File: src/rtl/mseq_pkg.sv
// Purpose: shared state encoding and default code sizing for the M-sequence scheduler.
// Latency: n/a (types and constants only).
// Backpressure: n/a.
package mseq_pkg;

    localparam int MSEQ_N      = 63;
    localparam int MSEQ_LENGTH = $clog2(MSEQ_N);

    typedef enum logic [1:0] {
        ST_IDLE = 2'd0,
        ST_LOAD = 2'd1,
        ST_RUN  = 2'd2,
        ST_DONE = 2'd3
    } mseq_state_t;

endpackage

File: src/rtl/mseq_rr_arbiter.sv
// Purpose: round-robin pick of one requester, searching from last_owner+1 with wrap.
// Latency: purely combinational, zero cycles.
// Backpressure: none; the caller decides whether to act on the pick.
module mseq_rr_arbiter
    import mseq_pkg::*;
#(
    parameter int NREQ = 4,
    parameter int IW   = 2
) (
    input  logic [NREQ-1:0] req,
    input  logic [IW-1:0]   last_owner,
    output logic [NREQ-1:0] gnt,
    output logic [IW-1:0]   gnt_idx,
    output logic            any
);

    logic [IW-1:0] idx;

    // walk the requesters once, starting just after the previous owner; first hit wins
    always_comb begin
        gnt     = '0;
        gnt_idx = '0;
        any     = 1'b0;
        idx     = '0;
        for (int i = 1; i <= NREQ; i++) begin
            idx = IW'((int'(last_owner) + i) % NREQ);
            if (!any && req[idx]) begin
                any      = 1'b1;
                gnt[idx] = 1'b1;
                gnt_idx  = idx;
            end
        end
    end

endmodule

File: src/rtl/mseq_code_scheduler.sv
// Purpose: time-share one M-sequence generator among NREQ requesters (optional watchdog: MSEQ_SCHED_TIMEOUT_EN).
// Latency: request to gen_valid_o/gen_code_o is one cycle; one DONE cycle with valid low separates bursts.
// Backpressure: no grant while gen_ready_i is low in IDLE; a burst ends when gen_ready_i returns high.
module mseq_code_scheduler
    import mseq_pkg::*;
#(
    parameter int NREQ    = 4,
    parameter int N       = MSEQ_N,
    parameter int LENGTH  = $clog2(N),
    parameter int TIMEOUT = 1024
) (
    input  logic                   clkin,
    input  logic                   rstn,
    input  logic [NREQ-1:0]        req_i,
    input  logic [NREQ*LENGTH-1:0] code_i,
    output logic [NREQ-1:0]        grant_o,
    output logic [NREQ-1:0]        done_o,
    output logic                   busy_o,
    output logic                   gen_valid_o,
    output logic [LENGTH-1:0]      gen_code_o,
    input  logic                   gen_ready_i,
    output logic                   err_o
);

    localparam int IW = (NREQ > 1) ? $clog2(NREQ) : 1;

    mseq_state_t       state, state_d;
    logic [NREQ-1:0]   grant_d, done_d, arb_gnt;
    logic [LENGTH-1:0] code_d;
    logic              valid_d, err_d, arb_any, finish, tmo_hit;
    logic [IW-1:0]     arb_idx, owner_idx, owner_d, last_owner, last_d;
    logic              unused_cfg;

    assign unused_cfg = (N > 0) && (TIMEOUT > 0);

    mseq_rr_arbiter #(
        .NREQ (NREQ),
        .IW   (IW)
    ) u_arb (
        .req        (req_i),
        .last_owner (last_owner),
        .gnt        (arb_gnt),
        .gnt_idx    (arb_idx),
        .any        (arb_any)
    );

`ifdef MSEQ_SCHED_TIMEOUT_EN
    localparam int CW = $clog2(TIMEOUT + 1);
    logic [CW-1:0] cnt;

    // burst watchdog: zero while idle (so zero on entering LOAD), counts LOAD/RUN cycles
    always_ff @(posedge clkin) begin
        if (!rstn || state == ST_IDLE) begin
            cnt <= '0;
        end else if (state == ST_LOAD || state == ST_RUN) begin
            cnt <= cnt + 1'b1;
        end
    end

    assign tmo_hit = (cnt == CW'(TIMEOUT - 1));
`else
    assign tmo_hit = 1'b0;
`endif

    assign busy_o = (state != ST_IDLE);

    // next state and next output values; outputs hold unless a transition changes them
    always_comb begin
        state_d = state;
        grant_d = grant_o;
        done_d  = '0;
        err_d   = 1'b0;
        valid_d = gen_valid_o;
        code_d  = gen_code_o;
        owner_d = owner_idx;
        last_d  = last_owner;
        finish  = 1'b0;
        case (state)
            ST_IDLE: begin
                if (arb_any && gen_ready_i) begin
                    state_d = ST_LOAD;
                    grant_d = arb_gnt;
                    code_d  = code_i[int'(arb_idx)*LENGTH +: LENGTH];
                    valid_d = 1'b1;
                    owner_d = arb_idx;
                end
            end
            ST_LOAD: begin
                if (!gen_ready_i) begin
                    state_d = ST_RUN;
                end else if (tmo_hit) begin
                    finish = 1'b1;
                    err_d  = 1'b1;
                end
            end
            ST_RUN: begin
                if (gen_ready_i) begin
                    finish = 1'b1;
                    done_d = grant_o;
                end else if (tmo_hit) begin
                    finish = 1'b1;
                    err_d  = 1'b1;
                end
            end
            ST_DONE: state_d = ST_IDLE;
            default: state_d = ST_IDLE;
        endcase
        // every way into DONE drops the generator and hands priority onwards
        if (finish) begin
            state_d = ST_DONE;
            grant_d = '0;
            valid_d = 1'b0;
            last_d  = owner_idx;
        end
    end

    // state and registered outputs; reset parks requester NREQ-1 as last owner so 0 goes first
    always_ff @(posedge clkin) begin
        if (!rstn) begin
            state       <= ST_IDLE;
            grant_o     <= '0;
            done_o      <= '0;
            err_o       <= 1'b0;
            gen_valid_o <= 1'b0;
            gen_code_o  <= '0;
            owner_idx   <= '0;
            last_owner  <= IW'(NREQ - 1);
        end else begin
            state       <= state_d;
            grant_o     <= grant_d;
            done_o      <= done_d;
            err_o       <= err_d;
            gen_valid_o <= valid_d;
            gen_code_o  <= code_d;
            owner_idx   <= owner_d;
            last_owner  <= last_d;
        end
    end

endmodule
File: config.mk
export PLATFORM = sky130hd
export DESIGN_NAME = mseq_code_scheduler
export DESIGN_NICKNAME = d
export VERILOG_FILES = /design/src/rtl/mseq_pkg.sv /design/src/rtl/mseq_rr_arbiter.sv /design/src/rtl/mseq_code_scheduler.sv
export SDC_FILE = /design/constraint.sdc
export NUM_CORES = 1
export LEC_CHECK = 0
export CORE_MARGIN = 8
export CORE_UTILIZATION = 47
export CTS_BUF_LIST = sky130_fd_sc_hd__clkbuf_8
export DETAILED_ROUTE_END_ITERATION = 12
export PLACE_DENSITY = 0.93
export SYNTH_ARGS = -nofsm -noshare
export SYNTH_HDL_FRONTEND = slang
export SYNTH_SLANG_ARGS = --single-unit
File: constraint.sdc
create_clock -name clkin -period 3.35 [get_ports clkin]
set_input_delay 1.005 -clock clkin [delete_from_list [all_inputs] [get_ports clkin]]
set_output_delay 1.005 -clock clkin [all_outputs]
set_load 0.03 [all_outputs]
Word level (Yosys, flattened, before mapping):

Cells that the tools add are included.

* reduce and logical (&&, ||, !) cells: 18
* order comparisons: 8
* multiply operators: 1
* multiplexer cells: 34
* $add $sub $neg: 4
* shifts and indexed selects: 1
* bitwise logic cells: 4
* eq/ne operators: 5

Operators with widths (count)
* variable part select 24 x 6 -> 6 bit: 1
* 2-to-1 mux 4 bit: 4
* 2-to-1 mux 1 bit: 14
* 2-to-1 mux 2 bit: 7
* < comparator 2 x 3 -> 1 bit (second input constant): 4
* bitwise OR 4 bit: 3
* binary-select mux 1 bit (select 2 bit): 4
* demux 1 bit (select 2 bit): 4
* >= comparator 2 x 1 -> 1 bit (second input constant): 4
* logical AND 1 bit: 8
* inequality test 3 bit (second input constant): 2
* one-hot mux 2 bit (3 select lines): 1
* AND reduction 3 bit: 2
* adder 2 x 1 -> 2 bit (second input constant): 2
* adder 2 bit (second input constant): 2
* == test 2 bit (second input constant): 2
* multiplier 2 x 2 -> 4 bit (second input constant): 1
* nonzero test 4 bit: 1
* logical NOT 1 bit: 3
* == test 2 x 1 -> 1 bit (second input constant): 1
* logical NOT 2 bit: 1
* AND reduction 2 bit: 1
* nonzero test 2 bit: 1
* OR reduction 2 bit: 1
* inverter 1 bit: 1

* output and inout port bits: 17
* register bits: 21

Longest topological paths before layout:

Gate-level depths: netlist of the first run.

* depth after elaboration: 17
* depth in mapped cells: 11
* mapped depth without buffers: 7

By module:

Synthesis of the first run repeated with hierarchy kept, for this count alone.

* cells, all modules: 147
* area, all modules: 1436.4 sq um

By module, submodules not included
* mseq_code_scheduler: times used 1, cells each 79, area each 910.9 sq um, sequential area each 420.4 sq um
* mseq_rr_arbiter: times used 1, cells each 68, area each 525.5 sq um, sequential area each 0.0 sq um

Worst setup path after synthesis of the first run:

Ideal clock, no wire load.

* kind: flip-flop to flip-flop
* start point: register last_owner[1]
* end point: register gen_code_o[1]
* setup time: 130 ps
* arrival: 2669 ps
* stages on the path, launching flop included: 12
* data required time: 3220 ps
* buffers on the path: 4
* path slack: 551 ps
* period minus slack after synthesis: 2799 ps
* cells stage by stage: dfxtp_1 clkbuf_1 inv_1 ha_1 buf_2 mux4_2 nor2b_2 o31a_1 buf_6 buf_6 mux2i_1 o221ai_2

* word-level cells in the longest chain between the ends: 15
* elaborated cells between the ends (all ways): 30
* those cells by class: add/sub: 4; mul: 1; shift: 1; mux: 16; reduce/logical: 8

RTL lines
* start: declaration: line mseq_code_scheduler.sv:31 `logic [IW-1:0] arb_idx, owner_idx, owner_d, last_owner, last_d;`
* start signal: assignment: line mseq_code_scheduler.sv:127 `last_owner <= IW'(NREQ - 1);`
* start signal: assignment: line mseq_code_scheduler.sv:136 `last_owner <= last_d;`
* adder 2 x 1 -> 2 bit: line mseq_rr_arbiter.sv:26 `idx = IW'((int'(last_owner) + i) % NREQ);`
* binary-select mux 1 bit (select 2 bit): line mseq_rr_arbiter.sv:27 `if (!any && req[idx]) begin`
* 2-to-1 mux 1 bit (not written as such): line mseq_rr_arbiter.sv:27
* 2-to-1 mux 1 bit: line mseq_rr_arbiter.sv:27
* logical NOT 1 bit: line mseq_rr_arbiter.sv:27
* logical AND 1 bit: line mseq_rr_arbiter.sv:27
* 2-to-1 mux 1 bit: line mseq_rr_arbiter.sv:27
* logical NOT 1 bit: line mseq_rr_arbiter.sv:27
* logical AND 1 bit: line mseq_rr_arbiter.sv:27
* 2-to-1 mux 1 bit: line mseq_rr_arbiter.sv:27
* logical NOT 1 bit: line mseq_rr_arbiter.sv:27
* logical AND 1 bit: line mseq_rr_arbiter.sv:27
* 2-to-1 mux 2 bit / 2-to-1 mux 1 bit (equally long branches): line mseq_rr_arbiter.sv:27
* multiplier 2 x 2 -> 4 bit / logical AND 1 bit (equally long branches): line mseq_code_scheduler.sv:83, mseq_code_scheduler.sv:80
* variable part select 24 x 6 -> 6 bit / AND reduction 2 bit (equally long branches)
* end signal: assignment: line mseq_code_scheduler.sv:134 `gen_code_o <= code_d;`
* end: declaration: line mseq_code_scheduler.sv:20 `output logic [LENGTH-1:0] gen_code_o,`

Parallel ways exist; a longest one is shown, timed or not. The select of a mux whose other input is x is not followed.
A chain may end at the register's enable or synchronous reset.

Worst setup path in the final report of the first run:

* start point: input req_i[2]
* end point: register gen_code_o[3]

* word-level cells in the longest chain between the ends: 14
* elaborated cells between the ends (all ways): 26
* those cells by class: mul: 1; shift: 1; mux: 16; reduce/logical: 8

RTL lines
* start: declaration: line mseq_code_scheduler.sv:14 `input logic [NREQ-1:0] req_i,`
* binary-select mux 1 bit (select 2 bit): line mseq_rr_arbiter.sv:27
* 2-to-1 mux 1 bit (not written as such): line mseq_rr_arbiter.sv:27
* 2-to-1 mux 1 bit: line mseq_rr_arbiter.sv:27
* logical NOT 1 bit: line mseq_rr_arbiter.sv:27
* logical AND 1 bit: line mseq_rr_arbiter.sv:27
* 2-to-1 mux 1 bit: line mseq_rr_arbiter.sv:27
* logical NOT 1 bit: line mseq_rr_arbiter.sv:27
* logical AND 1 bit: line mseq_rr_arbiter.sv:27
* 2-to-1 mux 1 bit: line mseq_rr_arbiter.sv:27
* logical NOT 1 bit: line mseq_rr_arbiter.sv:27
* logical AND 1 bit: line mseq_rr_arbiter.sv:27
* 2-to-1 mux 2 bit / 2-to-1 mux 1 bit (equally long branches): line mseq_rr_arbiter.sv:27
* multiplier 2 x 2 -> 4 bit / logical AND 1 bit (equally long branches): line mseq_code_scheduler.sv:83, mseq_code_scheduler.sv:80
* variable part select 24 x 6 -> 6 bit / AND reduction 2 bit (equally long branches)

Parallel ways exist; a longest one is shown, timed or not. The select of a mux whose other input is x is not followed.

==> results of run 1 <==
==> stage by stage <==
stage	setup WS [ns]	hold WS, ns
finish	0.227	0.469
CTS	0.230	0.474
floorplan	0.551	0.436
global placement	0.0496	0.444
global route	0.0272	0.508
detailed placement	-0.0477	0.454
==> power groups by stage <==
stage / Clock [mW] / Combinational (mW) / Sequential, mW
CTS: 0.160 / 0.233 / 0.281
global route: 0.173 / 0.250 / 0.283
finish: 0.158 / 0.233 / 0.281
global placement: 0 / 0.224 / 0.285
detailed placement: 0 / 0.233 / 0.286
floorplan: 0 / 0.114 / 0.313
==> placed cells by master (no fill, tap or decap), types with 2 or more instances in the layout <==
cell type | netlist | layout
clkdlybuf4s50_1 | 0 | 46
dfxtp_1 | 21 | 21
mux2i_1 | 18 | 18
nand2_1 | 16 | 16
buf_4 | 2 | 11
ha_1 | 8 | 8
nor2_1 | 5 | 5
o221ai_1 | 5 | 5
inv_1 | 3 | 4
mux4_2 | 4 | 4
and2_1 | 4 | 4
a22o_1 | 4 | 4
o211ai_1 | 4 | 4
a31oi_1 | 4 | 4
clkbuf_8 | 0 | 3
nor3b_1 | 2 | 2
mux2_2 | 2 | 2
a21oi_1 | 2 | 2
nor2b_1 | 2 | 2
nand3_1 | 2 | 2
o22a_1 | 2 | 2
==> synth_stat cells, types with 2 or more instances <==
cell type	number	area, um2
a31oi_1	4	25.0
nor2b_1	2	12.5
nor2_1	5	18.8
mux4_2	4	90.1
o211ai_1	4	30.0
dfxtp_1	21	420
buf_6	5	56.3
mux2_2	2	22.5
ha_1	8	100
buf_4	2	15.0
a21oi_1	2	10.0
o221ai_1	5	43.8
o22a_1	2	17.5
clkbuf_1	2	7.51
nand2_1	16	60.1
and2_1	4	25.0
nor3b_1	2	15.0
mux2i_1	18	180
a22o_1	4	35.0
buf_2	2	10.0
nand3_1	2	10.0
inv_1	3	11.3
==> critical path, stage by stage <==
cell and delay [ns]:
clkdlybuf4s50_1 0.50, mux4_2 0.54, buf_4 0.19, or4_1 0.54, nand2_1 0.09, or2_1 0.23, o221ai_1 0.14
==> cells by family (layout without fill, tap and decap cells) <==
logic type	count (synthesis)	after routing	synth area share, %
buffers and inverters	14	64	7.20
other	1	1	0.270
adder cells (fa/ha/maj)	8	8	7.20
flip-flops	21	21	30.2
AO/OA/AOI/OAI	32	32	18.9
AND/OR/NAND/NOR	39	39	14.3
multiplexers	25	25	21.9
==> sequential cells by signal, summed over array words and instances, names as in the netlist <==
register	count
gen_code_o	6
last_owner	2
grant_o	4
state	2
gen_valid_o	1
owner_idx	2
done_o	4
==> final cells by class <==
type / count / area (um2) / area share [%]
multi-input cells: 105 / 870 / 45.1
repair buffers: 57 / 543 / 28.2
flip-flops and latches: 21 / 420 / 21.8
clock buffers: 3 / 41.3 / 2.14
well taps: 31 / 38.8 / 2.01
inverters: 3 / 11.3 / 0.584
clock inverters: 1 / 3.75 / 0.195
==> routing by layer <==
metal	global-route usage, %	part of all wire [%]
met1	16.2	39
met2	27.7	55
met3	1.41	3.6
met4	7.37	2.1
met5	0	0
==> worst paths after layout <==
check	cells past startpoint	startpoint	slack, ns	to
worst max register to register	7	last_owner[0]	0.66	gen_code_o[5]
worst min register to register	2	gen_code_o[2]	0.47	gen_code_o[2]
worst max-delay path	7	req_i[2]	0.23	gen_code_o[3]
worst min-delay path	2	gen_code_o[2]	0.47	gen_code_o[2]
==> results.md, run 1 <==
- Vias per cell: between 5 and 6
- Final hold vios: 0
- Fin crit period: 3.12 ns
- Hold buffers post-CTS: 0
- DR vias: between 1k and 1.5k
- Die Y: 70.4 um
- Clk slew on worst S/H paths: 0.07 ns
- Setup CP Type: in -> reg
- CTS tree: built
- Final Instance Count excl. Fillers: 221
- RSZ-0062 raised after global routing: no
- Clk buf depth: 2
- Post-Place Cells: 217
- Worst Max-Slew Pin Slew: 0.780 ns
- Net Sw Power: 203 uW
- Worst setup SP type: input pin
- Clock Skews: 0.00484 ns
- Dpl hpwl: roughly 3.1 mm
- Die X: 70.4 um
- Total GRT Usage: 14.9%
- NumNets Final: 230
- Hold Path Class: reg -> reg
- Core box area: 2780 um2
- CTS sink cnt: 21
- Design area: 1930 um2
- Detailed Route WL: 3.76 mm
- Syn_area_per_cell: 9.93 um2
- Layout cells sized above 1: about an eighth
- Worst EP required: 3.48 ns
- Clock root buffer: clkbuf_8
- Status: completed
- ANT cells: 0
- Period utilization: 93.2%
- Post-route DRC: 0
- Slew margin rel.: 48.0%
- Sw Ratio: a little under a third
- Remaining Overflow, GRT: 0
- Setup bufs post-CTS: 0
- Cell internal pwr: about 470 uW
- Initial antenna violation count: 0
- FP Rows: 19
- Worst skew pair latency: 0.26 ns
- Placer's final routability congestion estimate: 0.782
- Cell area after placement: 1880 um2
- Synth unique cells: 43
- Synthesized cell area: 1390 um2
- Vias in the first global route: 1285
- Combinational power share: 34.7%
- Largest net degree at the start of global routing: 15
- Crit. End Element: flop
- I/O Buffers: 46
- First-pass GRT wire length: 6.21 mm
- Sequential element share of the synthesized area: 30.2%
- Setup Viol. Count Final: 0
- Clock share of power: 23.6%
- Total negative slack: 0 ns
- I/O pins: 48
- DIE AREA: 4950 um2
- Filler cells: 207
- Tot Pwr: 672 uW
- Synthesized Nets: 179
- Power Density: about 350 nW/um2
- Routed wire length per instance: approximately 17 um
- Sequential share of power: about two fifths
- Final ANT Viol Nets: 0
- Number of flops mapped to enable cells by yosys: 0
- Yosys reg bits: 21
- Max cap viols: 0
- Cts bufs inserted: 3
- CTS-repair resized insts: 0
- Post-synth ARST share: 0%
- Max FO, Critical Path: 8
- DRT iter0 DRCs: between 70 and 80
- Syn-to-layout area delta: 38.7%
- Fmax: roughly 320 MHz
- Post-synthesis cell count: 140
- Arr. time, crit path: approximately 3.3 ns
- Final Max Tran Viols: 0
- Most used DFF post-synth: dfxtp_1
- Synthesis Warnings: 0
- DR pass1 iterations: 4
- Core Util, Final: 69.3%
- Initial Utilization: around 50%
- Maximum vdd drop: 0.294 mV
- H-Tree Depth: 1
- Pleak: slightly below 0.8 nW
No activity file was read; power rests on OpenSTA's default activity.
==> inputs of run 2 (changes only) <==
--- a/config.mk
+++ b/config.mk
@@ -6,10 +6,11 @@
 export NUM_CORES = 1
 export LEC_CHECK = 0
 export CORE_MARGIN = 8
-export CORE_UTILIZATION = 47
-export CTS_BUF_LIST = sky130_fd_sc_hd__clkbuf_8
+export CORE_UTILIZATION = 45
 export DETAILED_ROUTE_END_ITERATION = 12
-export PLACE_DENSITY = 0.93
+export GPL_TIMING_DRIVEN = 0
+export PLACE_DENSITY = 0.9
+export RECOVER_POWER = 100
 export SYNTH_ARGS = -nofsm -noshare
 export SYNTH_HDL_FRONTEND = slang
 export SYNTH_SLANG_ARGS = --single-unit
==> run 2 against run 1 <==
Net effect:
- sequential cell count is the same
- critical path type unchanged
- hold slack gained 0.015 ns
- die area grew 3.4%
- largest cell class unchanged
==> results.md, run 2 (synthesis gave the netlist of run 1 again) <==
- Status: completed
- I/O Buffers: 46 (unchanged)
- Clk slew on worst S/H paths: 0.12 ns (+0.05 ns)
- RSZ-0062 raised after global routing: no
- Number of flip-flops in the largest register: 6 (unchanged)
- Final Instance Count excl. Fillers: 223 (+0.90%)
- Setup bufs post-CTS: 0 (unchanged)
- Period utilization: 95.0% (+1.8 points)
- Clock Skews: 0.00436 ns (-0.000475 ns)
- Arr. time, crit path: 3.37 ns (+0.12 ns)
- NumNets Final: 230 (unchanged)
- Remaining Overflow, GRT: 0 (unchanged)
- Setup Viol. Count Final: 0 (unchanged)
- Placer's final routability congestion estimate: 0.793 (+1.4%)
- Fmax: 314 MHz (-1.8%)
- Initial antenna violation count: 0 (unchanged)
- Core Util, Final: 63.9% (-5.4 points)
- H-Tree Depth: 1 (unchanged)
- I/O pins: 48 (unchanged)
- Core box area: 3000 um2 (+8.0%)
- Pleak: 0.827 nW (+4.3%)
- Post-route DRC: 0 (unchanged)
- Layout cells sized above 1: 11.6% (-0.53 points)
- Sw Ratio: 33.0% (+2.8 points)
- Vias in the first global route: 1302 (+1.3%)
- Cts bufs inserted: 3 (unchanged)
- Final hold vios: 0 (unchanged)
- Crit. End Element: flop
- Critical Path Most Common Cell: buf_6
- Die X: 71.6 um (+1.7%)
- DIE AREA: 5120 um2 (+3.4%)
- Detailed Route WL: 3.83 mm (+1.9%)
- Clk buf depth: 2 (unchanged)
- Final worst slack: 0.168 ns (-0.0588 ns)
- Slowest-stage cell, CP: dlygate4sd3_1
- Worst skew pair latency: 0.32 ns (+0.06 ns)
- Sequential share of power: 44.0% (+2.2 points)
- DRT iter0 DRCs: 67 (-8.2%)
- Maximum vdd drop: 0.120 mV (-59%)
- Worst setup SP type: input pin
- First-pass GRT wire length: 6.22 mm (about the same)
- Final ANT Viol Nets: 0 (unchanged)
- Post-Place Cells: 219 (+0.92%)
- Power Density: 333 nW/um2 (-4.5%)
- CTS sink cnt: 21 (unchanged)
- DR pass1 iterations: 5 (+1)
- Max incr delay on CP: 0.64 ns (+0.10 ns)
- CTS-repair resized insts: 0 (unchanged)
- Max FO, Critical Path: 10 (+2)
- Dpl hpwl: 3.18 mm (+2.0%)
- Hold buffers post-CTS: 0 (unchanged)
- Clock share of power: 20.1% (-3.5 points)
- DR vias: 1252 (-1.6%)
- Vias per cell: 5.61 (-2.5%)
- FP Rows: 20 (+1)
- Most common cell after layout, fill and taps aside: clkdlybuf4s50_1
- CP cell instances: dlygate4sd3_1 > mux4_2 > buf_4 > a221o_1 > o31a_1 > buf_6 > buf_6 > mux2i_1 > o221ai_1
- R2R cell count: 11 (+4)
- Clock root buffer: clkbuf_4
- Initial Utilization: 46.3% (-3.7 points)
- Worst Max-Slew Pin Slew: 0.619 ns (-0.161 ns)
- Routed wire length per instance: 17.2 um (+0.98%)
- Post-place setup slack: -0.0867 ns (-0.0390 ns)
- Syn-to-layout area delta: 38.1%
- Commonest non-fill, non-tap cells in the layout: clkdlybuf4s50_1, dfxtp_1, mux2i_1, dlygate4sd3_1, nand2_1
- Worst EP required: 3.54 ns (+0.06 ns)
- Combinational power share: 35.9% (+1.2 points)
- Cell count of the worst hold path: 2 (unchanged)
- Hold Path Class: reg -> reg
- Largest net degree at the start of global routing: 13 (-2)
- Top reg by flops: gen_code_o
- Total GRT Usage: 15.2% (+0.31 points)
- Die Y: 71.6 um (+1.7%)
- Setup CP Type: in -> reg
- Net Sw Power: 211 uW (+3.8%)
- Largest regs: gen_code_o (6), done_o (4), grant_o (4)
- Cell internal pwr: 428 uW (-8.7%)
- CTS tree: built
- Slew margin rel.: 58.2% (+10 points)
- Fin crit period: 3.18 ns (+0.0588 ns)
- Max cap viols: 0 (unchanged)
- Hold Slack: 0.484 ns (+0.0149 ns)
- ANT cells: 0 (unchanged)
- Final Max Tran Viols: 0 (unchanged)
- Total negative slack: 0 ns (unchanged)
run 2: final timing paths:
kind | start | endpoint | slack (ns)
worst min-delay path | gen_code_o[0] | gen_code_o[0] | 0.48
worst min register to register | gen_code_o[0] | gen_code_o[0] | 0.48
worst max-delay path | req_i[2] | gen_code_o[3] | 0.17
worst max register to register | last_owner[0] | gen_code_o[3] | 0.29
run 2: cell type report:
class	instances	area (um2)
inverter	3	11.3
timing repair buffer	46	460
multi-input combinational	105	870
buffer	11	88.8
clock inverter	1	5.00
fill	270	1080
tap	33	41.3
clock buffer	3	22.5
sequential	21	420
run 2: power by group through the flow:
stage,registers [mW],logic [mW],clock network (mW)
finish,0.281,0.230,0.128
global route,0.284,0.247,0.140
CTS,0.282,0.236,0.130
detailed placement,0.287,0.236,0
global placement,0.286,0.227,0
floorplan,0.313,0.114,0
run 2: through the flow:
step | instance area [um2] | power, mW
after floorplan | 1390 | 0.427
after global placement | 1890 | 0.513
after detailed placement | 1890 | 0.523
after CTS | 1920 | 0.648
after global routing | 1920 | 0.670
final | 1920 | 0.639
run 2: routing by layer:
layer	GRT usage (%)	share of wire [%]	vias to the layer above
met2	26.5	52	39
met1	16.9	38	579
met4	8.84	3.2	0
met5	0	0	-
li1	-	-	623
met3	2.65	6.2	11
run 2: critical path, delay by kind of cell:
kind,cells,cell delay [ns]
mux,2,0.64
buf+inv,4,1.11
compound gates,3,0.62
